File: config.mk
export PLATFORM = sky130hd
export DESIGN_NAME = icache_refill_controller
export DESIGN_NICKNAME = d
export VERILOG_FILES = /design/src/rtl/icache_refill_controller_pkg.sv /design/src/rtl/icache_refill_controller_beat_counter.sv /design/src/rtl/icache_refill_controller.sv
export SDC_FILE = /design/constraint.sdc
export NUM_CORES = 1
export LEC_CHECK = 0
export CAP_MARGIN = 20
export CORE_MARGIN = 2
export CORE_UTILIZATION = 46
export CTS_CLUSTER_SIZE = 30
export DETAILED_ROUTE_END_ITERATION = 8
export GPL_ROUTABILITY_DRIVEN = 0
export PLACE_DENSITY = 0.84
export SLEW_MARGIN = 40
export SYNTH_ARGS = -nofsm -noshare
export SYNTH_HDL_FRONTEND = slang
export SYNTH_SLANG_ARGS = --single-unit
File: constraint.sdc
create_clock -name CLK -period 2.9 [get_ports CLK]
set_input_delay 0.725 -clock CLK [delete_from_list [all_inputs] [get_ports CLK]]
set_output_delay 0.725 -clock CLK [all_outputs]
set_load 0.02 [all_outputs]
File: src/rtl/icache_refill_controller_pkg.sv
// Shared definitions for the instruction-cache line refill path.
package icache_pkg;

  typedef enum logic [1:0] {
    IDLE = 2'd0,
    REQ  = 2'd1,
    FILL = 2'd2,
    DONE = 2'd3
  } refill_state_e;

  localparam int unsigned WORDS_PER_LINE  = 16;
  localparam int unsigned WORD_SEL_WIDTH  = 4;
  localparam int unsigned WORD_OFFSET_LSB = 2;
  localparam int unsigned LINE_OFFSET_LSB = 6;

  // Critical-word-first burst: the index walks from the start word and wraps mod 16.
  function automatic logic [WORD_SEL_WIDTH-1:0] wrap_index(
    input logic [WORD_SEL_WIDTH-1:0] start,
    input logic [WORD_SEL_WIDTH:0]   beat
  );
    return start + beat[WORD_SEL_WIDTH-1:0];
  endfunction

endpackage

File: src/rtl/icache_refill_controller_beat_counter.sv
// Beat counter for a wrapping 16-beat refill burst; yields the line-store word index.
module refill_beat_counter
  import icache_pkg::*;
(
  input  logic                      clk,
  input  logic                      rst_n,
  input  logic                      clear,
  input  logic                      load,
  input  logic [WORD_SEL_WIDTH-1:0] start,
  input  logic                      inc,
  output logic [WORD_SEL_WIDTH-1:0] index,
  output logic                      last,
  output logic                      first
);

  logic [WORD_SEL_WIDTH:0]   beat_q, beat_d;
  logic [WORD_SEL_WIDTH-1:0] start_q, start_d;

  always_comb begin
    beat_d  = beat_q;
    start_d = start_q;
    if (clear) begin
      beat_d  = '0;
      start_d = '0;
    end else if (load) begin
      beat_d  = '0;
      start_d = start;
    end else if (inc) begin
      beat_d = beat_q + 1'b1;
    end
  end

  always_ff @(posedge clk or negedge rst_n) begin
    if (!rst_n) begin
      beat_q  <= '0;
      start_q <= '0;
    end else begin
      beat_q  <= beat_d;
      start_q <= start_d;
    end
  end

  assign index = wrap_index(start_q, beat_q);
  assign last  = (beat_q == (WORD_SEL_WIDTH + 1)'(WORDS_PER_LINE - 1));
  assign first = (beat_q == '0);

endmodule

File: src/rtl/icache_refill_controller.sv
// I-cache line refill sequencer: one wrapping burst, critical word forwarded early, tag on completion.
module icache_refill_controller
  import icache_pkg::*;
#(
  parameter int unsigned ADDR_WIDTH = 32,
  parameter int unsigned DATA_WIDTH = 32
) (
  input  logic                                CLK,
  input  logic                                RST_N,
  input  logic                                MISS,
  input  logic [ADDR_WIDTH-1:0]               MISS_ADDR,
  output logic                                MEM_REQ,
  output logic [ADDR_WIDTH-1:0]               MEM_ADDR,
  input  logic                                MEM_ACK,
  input  logic                                MEM_DATA_VALID,
  input  logic [DATA_WIDTH-1:0]               MEM_DATA,
  output logic                                LINE_WR_EN,
  output logic [WORD_SEL_WIDTH-1:0]           LINE_WR_WORD,
  output logic [DATA_WIDTH-1:0]               LINE_WR_DATA,
  output logic                                CRIT_WORD_VALID,
  output logic [DATA_WIDTH-1:0]               CRIT_WORD,
  output logic                                TAG_WR_EN,
  output logic [ADDR_WIDTH-LINE_OFFSET_LSB-1:0] REFILL_LINE_ADDR,
  output logic                                REFILL_BUSY,
  output logic                                REFILL_DONE
);

  refill_state_e                       state_q, state_d;
  logic [ADDR_WIDTH-1:WORD_OFFSET_LSB] addr_q, addr_d;
  logic                                mem_req_q, mem_req_d;
  logic                                wr_en_q, wr_en_d;
  logic [WORD_SEL_WIDTH-1:0]           wr_word_q, wr_word_d;
  logic [DATA_WIDTH-1:0]               wr_data_q, wr_data_d;
  logic                                crit_valid_q, crit_valid_d;
  logic [DATA_WIDTH-1:0]               crit_word_q, crit_word_d;
  logic                                done_q, done_d;
  logic                                busy_q, busy_d;

  logic                      accept, beat, cnt_clear;
  logic [WORD_SEL_WIDTH-1:0] beat_index;
  logic                      beat_last, beat_first;
  logic                      unused_byte_offset;

  assign unused_byte_offset = ^MISS_ADDR[WORD_OFFSET_LSB-1:0];

  assign accept    = (state_q == IDLE) && MISS;
  assign beat      = (state_q == FILL) && MEM_DATA_VALID;
  assign cnt_clear = (state_q == DONE);

  refill_beat_counter u_beat_counter (
    .clk   (CLK),
    .rst_n (RST_N),
    .clear (cnt_clear),
    .load  (accept),
    .start (MISS_ADDR[LINE_OFFSET_LSB-1:WORD_OFFSET_LSB]),
    .inc   (beat),
    .index (beat_index),
    .last  (beat_last),
    .first (beat_first)
  );

  always_comb begin
    state_d      = state_q;
    addr_d       = addr_q;
    mem_req_d    = mem_req_q;
    wr_en_d      = 1'b0;
    wr_word_d    = wr_word_q;
    wr_data_d    = wr_data_q;
    crit_valid_d = 1'b0;
    crit_word_d  = crit_word_q;
    done_d       = 1'b0;
    case (state_q)
      IDLE: if (MISS) begin
        state_d   = REQ;
        addr_d    = MISS_ADDR[ADDR_WIDTH-1:WORD_OFFSET_LSB];
        mem_req_d = 1'b1;
      end
      REQ: if (MEM_ACK) begin
        state_d   = FILL;
        mem_req_d = 1'b0;
      end
      FILL: if (MEM_DATA_VALID) begin
        wr_en_d   = 1'b1;
        wr_word_d = beat_index;
        wr_data_d = MEM_DATA;
        if (beat_first) begin
          crit_valid_d = 1'b1;
          crit_word_d  = MEM_DATA;
        end
        if (beat_last) begin
          state_d = DONE;
          done_d  = 1'b1;
        end
      end
      DONE:    state_d = IDLE;
      default: state_d = IDLE;
    endcase
    // Busy covers every non-IDLE cycle, so it falls in step with the DONE->IDLE move.
    busy_d = (state_d != IDLE);
  end

  always_ff @(posedge CLK or negedge RST_N) begin
    if (!RST_N) begin
      state_q      <= IDLE;
      addr_q       <= '0;
      mem_req_q    <= 1'b0;
      wr_en_q      <= 1'b0;
      wr_word_q    <= '0;
      wr_data_q    <= '0;
      crit_valid_q <= 1'b0;
      crit_word_q  <= '0;
      done_q       <= 1'b0;
      busy_q       <= 1'b0;
    end else begin
      state_q      <= state_d;
      addr_q       <= addr_d;
      mem_req_q    <= mem_req_d;
      wr_en_q      <= wr_en_d;
      wr_word_q    <= wr_word_d;
      wr_data_q    <= wr_data_d;
      crit_valid_q <= crit_valid_d;
      crit_word_q  <= crit_word_d;
      done_q       <= done_d;
      busy_q       <= busy_d;
    end
  end

  assign MEM_REQ          = mem_req_q;
  assign MEM_ADDR         = {addr_q, {WORD_OFFSET_LSB{1'b0}}};
  assign LINE_WR_EN       = wr_en_q;
  assign LINE_WR_WORD     = wr_word_q;
  assign LINE_WR_DATA     = wr_data_q;
  assign CRIT_WORD_VALID  = crit_valid_q;
  assign CRIT_WORD        = crit_word_q;
  assign TAG_WR_EN        = done_q;
  assign REFILL_DONE      = done_q;
  assign REFILL_LINE_ADDR = addr_q[ADDR_WIDTH-1:LINE_OFFSET_LSB];
  assign REFILL_BUSY      = busy_q;

endmodule

==> results of run 1 <==
-- logic make-up after synthesis --
logic type	after synthesis	synth area share
simple gates	124	0.109
flops	114	0.595
mux	63	0.170
buf+inv	56	0.0731
compound gates	22	0.0282
fa+ha+maj	7	0.0198
xor+xnor	2	0.00366
other cells	1	0.000782
-- worst min path at each step --
stage               slack [ns]  cells past startpoint                      endpoint
finish                    0.22                      1        addr_q[20]$_DFFE_PN0P_
global placement          0.46                      2  LINE_WR_DATA[31]$_DFFE_PN0P_
global route              0.25                      1        addr_q[20]$_DFFE_PN0P_
floorplan                 0.43                      0      CRIT_WORD[0]$_DFFE_PN0P_
detailed placement        0.46                      2  LINE_WR_DATA[22]$_DFFE_PN0P_
CTS                       0.23                      1        addr_q[22]$_DFFE_PN0P_
-- report_power, final --
part	internal (mW)	total, mW	switching, mW
logic	2.35	4.52	2.17
clock network	1.33	2.08	0.743
registers	2.35	2.84	0.495
total	6.03	9.44	3.41
-- cell type report --
class | instances | area share
sequential | 114 | 0.392
timing repair buffer | 204 | 0.279
multi-input combinational | 220 | 0.220
clock buffer | 20 | 0.0598
tap | 136 | 0.0234
clock inverter | 12 | 0.0215
inverter | 10 | 0.00515
-- cells in the mapped netlist --
cell type / instances
nand2_1: 107
inv_2: 1
inv_1: 9
nand3_1: 3
buf_6: 3
mux2_2: 33
a22o_1: 3
xor2_1: 2
a211oi_1: 1
a31oi_1: 2
mux2i_1: 1
a21o_1: 2
nor3b_1: 1
buf_2: 7
a21oi_1: 6
or3_1: 2
clkbuf_1: 7
nand4_4: 1
fa_1: 1
and3_1: 1
conb_1: 1
nor2b_1: 2
o22ai_1: 1
ha_1: 6
nor2_1: 5
buf_4: 29
nand3b_4: 1
o21ai_0: 6
and2_1: 1
o211ai_1: 1
dfrtp_1: 114
mux2_4: 29
-- per-layer routing --
| layer | wire, um | vias to the layer above | track usage |
|---|---|---|---|
| met5 | 0 | - | 0 |
| met4 | 112 | 0 | 0.0808 |
| met3 | 813 | 13 | 0.0674 |
| met2 | 6200 | 140 | 0.388 |
| met1 | 4420 | 1751 | 0.241 |
| li1 | - | 1599 | - |
-- flip-flops by register name (all words and copies together) (netlist names), 2 cells and up --
signal and cells:
CRIT_WORD 32, u_beat_counter.beat_q 5, state_q 2, LINE_WR_DATA 32, addr_q 30, LINE_WR_WORD 4
u_beat_counter.start_q 4
-- through the flow --
stage	util	setup WS (ns)	cell area [um2]
floorplan	-	1.15	4800
global placement	0.654	0.637	6690
detailed placement	0.654	0.595	6690
CTS	0.712	0.640	7280
global route	0.712	0.591	7280
finish	0.712	0.667	7280
==> impl_metrics.tcl, run 1 <==
set metrics [dict create \
    cts.clk_slew.worst_paths_ns 0.06 \
    path_class "flip-flop to primary output" \
    ctsResizeCount 0 \
    final_cell_mix "clkdlybuf4s50_1, dfrtp_1, nand2_1" \
    ios 201 \
    dr.pass1.iters 4 \
    seqCellArea_mm2 0.00285 \
    maxCapViolations 0 \
    area_growth_syn_to_layout_pct 51.9 \
    clk_latency_ns 0.51 \
    grt_pass1_vias 3852 \
    drt_iter0_markers 155 \
    path_cells "clkdlybuf4s50_1" \
    antenna_found_initial 0 \
    synth.avg_cell_area_um2 12.3 \
    postCtsSetupRepairBufs 0 \
    dp.cells 684 \
    r2r_slack_ns 1.21 \
    fillCellCount 718 \
    stdcell_count 716 \
    cp_max_fo 3 \
    status "complete, no violations" \
    total_power_mw 9.44 \
    drive_above_1_share 0.181 \
    row_count 37 \
    hold_path.class "input pin to asynchronous set/reset pin" \
    num_vias 3503 \
    worstMarginPinSlew_ns 0.589 \
    hpwlAfterDp_mm 8.17 \
    fin_crit_sh 0.770 \
    nets 643 \
    layout_commonest_cell "clkdlybuf4s50_1" \
    grt_pass1_wl_mm 18.9 \
    skew_ns 0.0121 \
    yosys-top-cells-area "dfrtp_1, mux2_4, nand2_1" \
    hold_buffers 0 \
    worst-r2r-cell-count 5 \
    post_drt_via_cell_ratio 4.89 \
    crit_path_end "MEM_ADDR[12]" \
    relSlewSlack 0.607 \
    start_kind "flip-flop" \
    rsz0062_at_grt "no" \
    seq_area_frac_synth 0.595 \
    cts_tree "done" \
    yosys.area.top_type "dfrtp_1" \
    ys_ff_latch 114 \
    required_ns 2.17 \
    ir_drop_uv 568 \
    finalMaxSlewViolations 0 \
    grt_use_total 0.216 \
    cts_max_level 4 \
    n_antenna_cell 0 \
    cellLeakagePower_nw 3.37 \
    start_util 0.469 \
    chipWidth_um 106 \
    synth_warnings 0 \
    hold_viol_final 0 \
    netlist_instances 389 \
    fmax_mhz 448 \
    cp-startpoint "addr_q[12]$_DFFE_PN0P_" \
    cts_sinks 114 \
    dieArea_mm2 0.0113 \
    overflow 0 \
    ant_nets 0 \
    wl_mm 11.5 \
    critPathSlowestCell "clkdlybuf4s50_1" \
    synth_cell_type_count 32 \
    crit_buf_inv 1 \
    p_per_area_mw_per_mm2 1300 \
    worstReg2RegEnd "CRIT_WORD[0]$_DFFE_PN0P_" \
    min_period_ns 2.23 \
    setup_violations 0 \
    cp.arrival_ns 1.51 \
    grt_max_degree 46 \
    cts-root-buf "clkbuf_8" \
    r2r-start "state_q[0]$_DFF_PN0_" \
    die_y_um 106 \
    multi_input_area_mm2 0.00160 \
    critical_path_depth 1 \
    whs_ns 0.217 \
    tns_ns 0 \
    crit_path_end_kind "primary output" \
    synth_top_area_frac 0.595 \
    critPathMaxStageDelay_ns 0.62 \
    core-area_mm2 0.0102 \
    netlist_area_mm2 0.00479 \
    clockBufferDepth 2 \
    wl_per_cell_um 16.1 \
    port_buffers 196 \
    route.detailed.drc 0 \
    cts_inserted_buffers 17 \
    cp_top_family "buffers and inverters" \
]
Note: power is estimated with default switching activity, not from simulation.
==> inputs of run 2 (changes only) <==
--- a/config.mk
+++ b/config.mk
@@ -7,11 +7,11 @@
 export LEC_CHECK = 0
 export CAP_MARGIN = 20
 export CORE_MARGIN = 2
-export CORE_UTILIZATION = 46
+export CORE_UTILIZATION = 39
 export CTS_CLUSTER_SIZE = 30
 export DETAILED_ROUTE_END_ITERATION = 8
 export GPL_ROUTABILITY_DRIVEN = 0
-export PLACE_DENSITY = 0.84
+export PLACE_DENSITY = 0.76
 export SLEW_MARGIN = 40
 export SYNTH_ARGS = -nofsm -noshare
 export SYNTH_HDL_FRONTEND = slang
==> constraint.sdc (replaced) <==
create_clock -name CLK -period 2 [get_ports CLK]
set_input_delay 0.5 -clock CLK [delete_from_list [all_inputs] [get_ports CLK]]
set_output_delay 0.5 -clock CLK [all_outputs]
set_load 0.02 [all_outputs]
==> run 2 against run 1 <==
Compared with the run above: critical path depth did not move; register-to-register slack worse by 0.81 ns; total power rose by 43%; non-clock buffer count increased by 2; worst hold slack lost 0.023 ns; cell count rose by 1.4%; clock power is 35% higher; design area rose by 0.22%; global-route usage down 4.5 points; count of clock-buffer cells in the layout grew 4; sequential share of layout area decreased by 0.087 points; critical path type unchanged; largest power group unchanged.
==> impl_metrics.tcl, run 2 (synthesized netlist as in run 1, its figures left out) <==
set metrics [dict create \
    skew_ns 0.00955 \
    path_class "flip-flop to primary output" \
    cts_tree "done" \
    area_growth_syn_to_layout_pct 52.3 \
    route.detailed.drc 0 \
    crit_buf_inv 1 \
    fin_ws_ns 0.102 \
    clk_latency_ns 0.40 \
    hold_path.class "input pin to asynchronous set/reset pin" \
    n_antenna_cell 0 \
    antenna_found_initial 0 \
    dieArea_mm2 0.0132 \
    cellLeakagePower_nw 3.39 \
    clockBufferDepth 2 \
    critPathSlowestCell "clkdlybuf4s50_1" \
    drive_above_1_share 0.180 \
    min_period_ns 1.90 \
    nets 645 \
    ant_nets 0 \
    combinationalPowerShare 0.487 \
    num_vias 3401 \
    overflow 0 \
    seqCellArea_mm2 0.00285 \
    drt_iter0_markers 123 \
    postCtsSetupRepairBufs 0 \
    cp.arrival_ns 1.40 \
    ir_drop_uv 728 \
    fillCellCount 981 \
    dp_slack_ns -0.0535 \
    dr.pass1.iters 4 \
    internal_power_mw 8.70 \
    hpwlAfterDp_mm 7.86 \
    finalMaxSlewViolations 0 \
    grt_pass1_vias 3569 \
    cts_sinks 114 \
    cp_max_fo 3 \
    crit_path_end_kind "primary output" \
    p_per_area_mw_per_mm2 1850 \
    final_cell_mix "clkdlybuf4s50_1, dfrtp_1, nand2_1" \
    pwr-share-clk 0.208 \
    cts_max_level 4 \
    rsz0062_at_grt "no" \
    grt_max_degree 115 \
    hold_viol_final 0 \
    fin_util 0.608 \
    fin_crit_sh 0.949 \
    relSlewSlack 0.595 \
    swShare 0.356 \
    ios 201 \
    ctsResizeCount 0 \
    maxCapViolations 0 \
    start_util 0.399 \
    critPathMaxStageDelay_ns 0.62 \
    cts_inserted_buffers 17 \
    start_kind "flip-flop" \
    grt_pass1_wl_mm 17.7 \
    p_switching_mw 4.82 \
    path_cells "clkdlybuf4s50_1" \
    fmax_mhz 527 \
    row_count 40 \
    grt_use_total 0.172 \
    post_drt_via_cell_ratio 4.68 \
    wl_per_cell_um 15.2 \
    port_buffers 196 \
    dpl_cell_area_mm2 0.00675 \
    required_ns 1.50 \
    layout_commonest_cell "clkdlybuf4s50_1" \
    setup_violations 0 \
    cp_top_family "buffers and inverters" \
    status "complete, no violations" \
    final_area_mm2 0.00730 \
    worstMarginPinSlew_ns 0.608 \
    die_y_um 115 \
    multi_input_area_mm2 0.00160 \
    power_frac_seq 0.305 \
    cts.clk_slew.worst_paths_ns 0.05 \
    chipWidth_um 115 \
    cts-root-buf "clkbuf_16" \
    hold_buffers 0 \
    core-area_mm2 0.0120 \
    wl_mm 11.1 \
]
[run 2: cell types whose count changed in the layout (fill, tap and decap cells not counted), sizes merged]
cell	before	now
clkinvlp	4	1
buf	9	11
clkbuf	20	24
bufinv	3	1
inv	12	10
[run 2: per-layer routing]
| metal | part of all wire | wire length (um) | global-route usage |
|---|---|---|---|
| met3 | 0.073 | 809 | 0.0622 |
| met4 | 0.0097 | 107 | 0.0482 |
| met1 | 0.43 | 4720 | 0.212 |
| met5 | 0 | 0 | 0 |
| met2 | 0.49 | 5430 | 0.286 |
[run 2: path summary, 6_finish.rpt]
| path | start | end | slack [ns] | cells past startpoint |
|---|---|---|---|---|
| max reg2reg | state_q[0]$_DFF_PN0_ | CRIT_WORD[17]$_DFFE_PN0P_ | 0.40 | 5 |
| min | RST_N | CRIT_WORD[13]$_DFFE_PN0P_ | 0.19 | 2 |
| max in group asynchronous | RST_N | LINE_WR_WORD[0]$_DFFE_PN0P_ | 1.35 | 2 |
| min in group CLK | LINE_WR_DATA[8]$_DFFE_PN0P_ | LINE_WR_DATA[8]$_DFFE_PN0P_ | 0.47 | 2 |
| max | addr_q[24]$_DFFE_PN0P_ | REFILL_LINE_ADDR[18] | 0.10 | 1 |
| min reg2reg | LINE_WR_DATA[8]$_DFFE_PN0P_ | LINE_WR_DATA[8]$_DFFE_PN0P_ | 0.47 | 2 |
[run 2: stage by stage]
step,instances,total power [mW],TNS [ns],hold slack (ns)
final,726,13.5,0,0.193
after global placement,697,10.6,-0.541,0.457
after floorplan,390,7.89,0,0.204
after detailed placement,697,10.8,-1.18,0.462
after CTS,726,13.7,0,0.213
after global routing,726,14.3,0,0.238
[run 2: final cells by class]
class | count | share of cell area
Clock buffer | 24 | 0.0687
Clock inverter | 5 | 0.00720
Inverter | 10 | 0.00514
Multi-Input combinational cell | 220 | 0.219
Sequential cell | 114 | 0.391
Tap cell | 147 | 0.0252
Timing Repair Buffer | 206 | 0.284
[run 2: power groups by stage]
stage | logic [mW] | clock network (mW) | registers, mW
finish | 6.58 | 2.81 | 4.13
global route | 6.99 | 3.01 | 4.27
CTS | 6.67 | 2.88 | 4.14
detailed placement | 6.66 | 0 | 4.15
global placement | 6.53 | 0 | 4.08
floorplan | 2.64 | 0 | 5.26
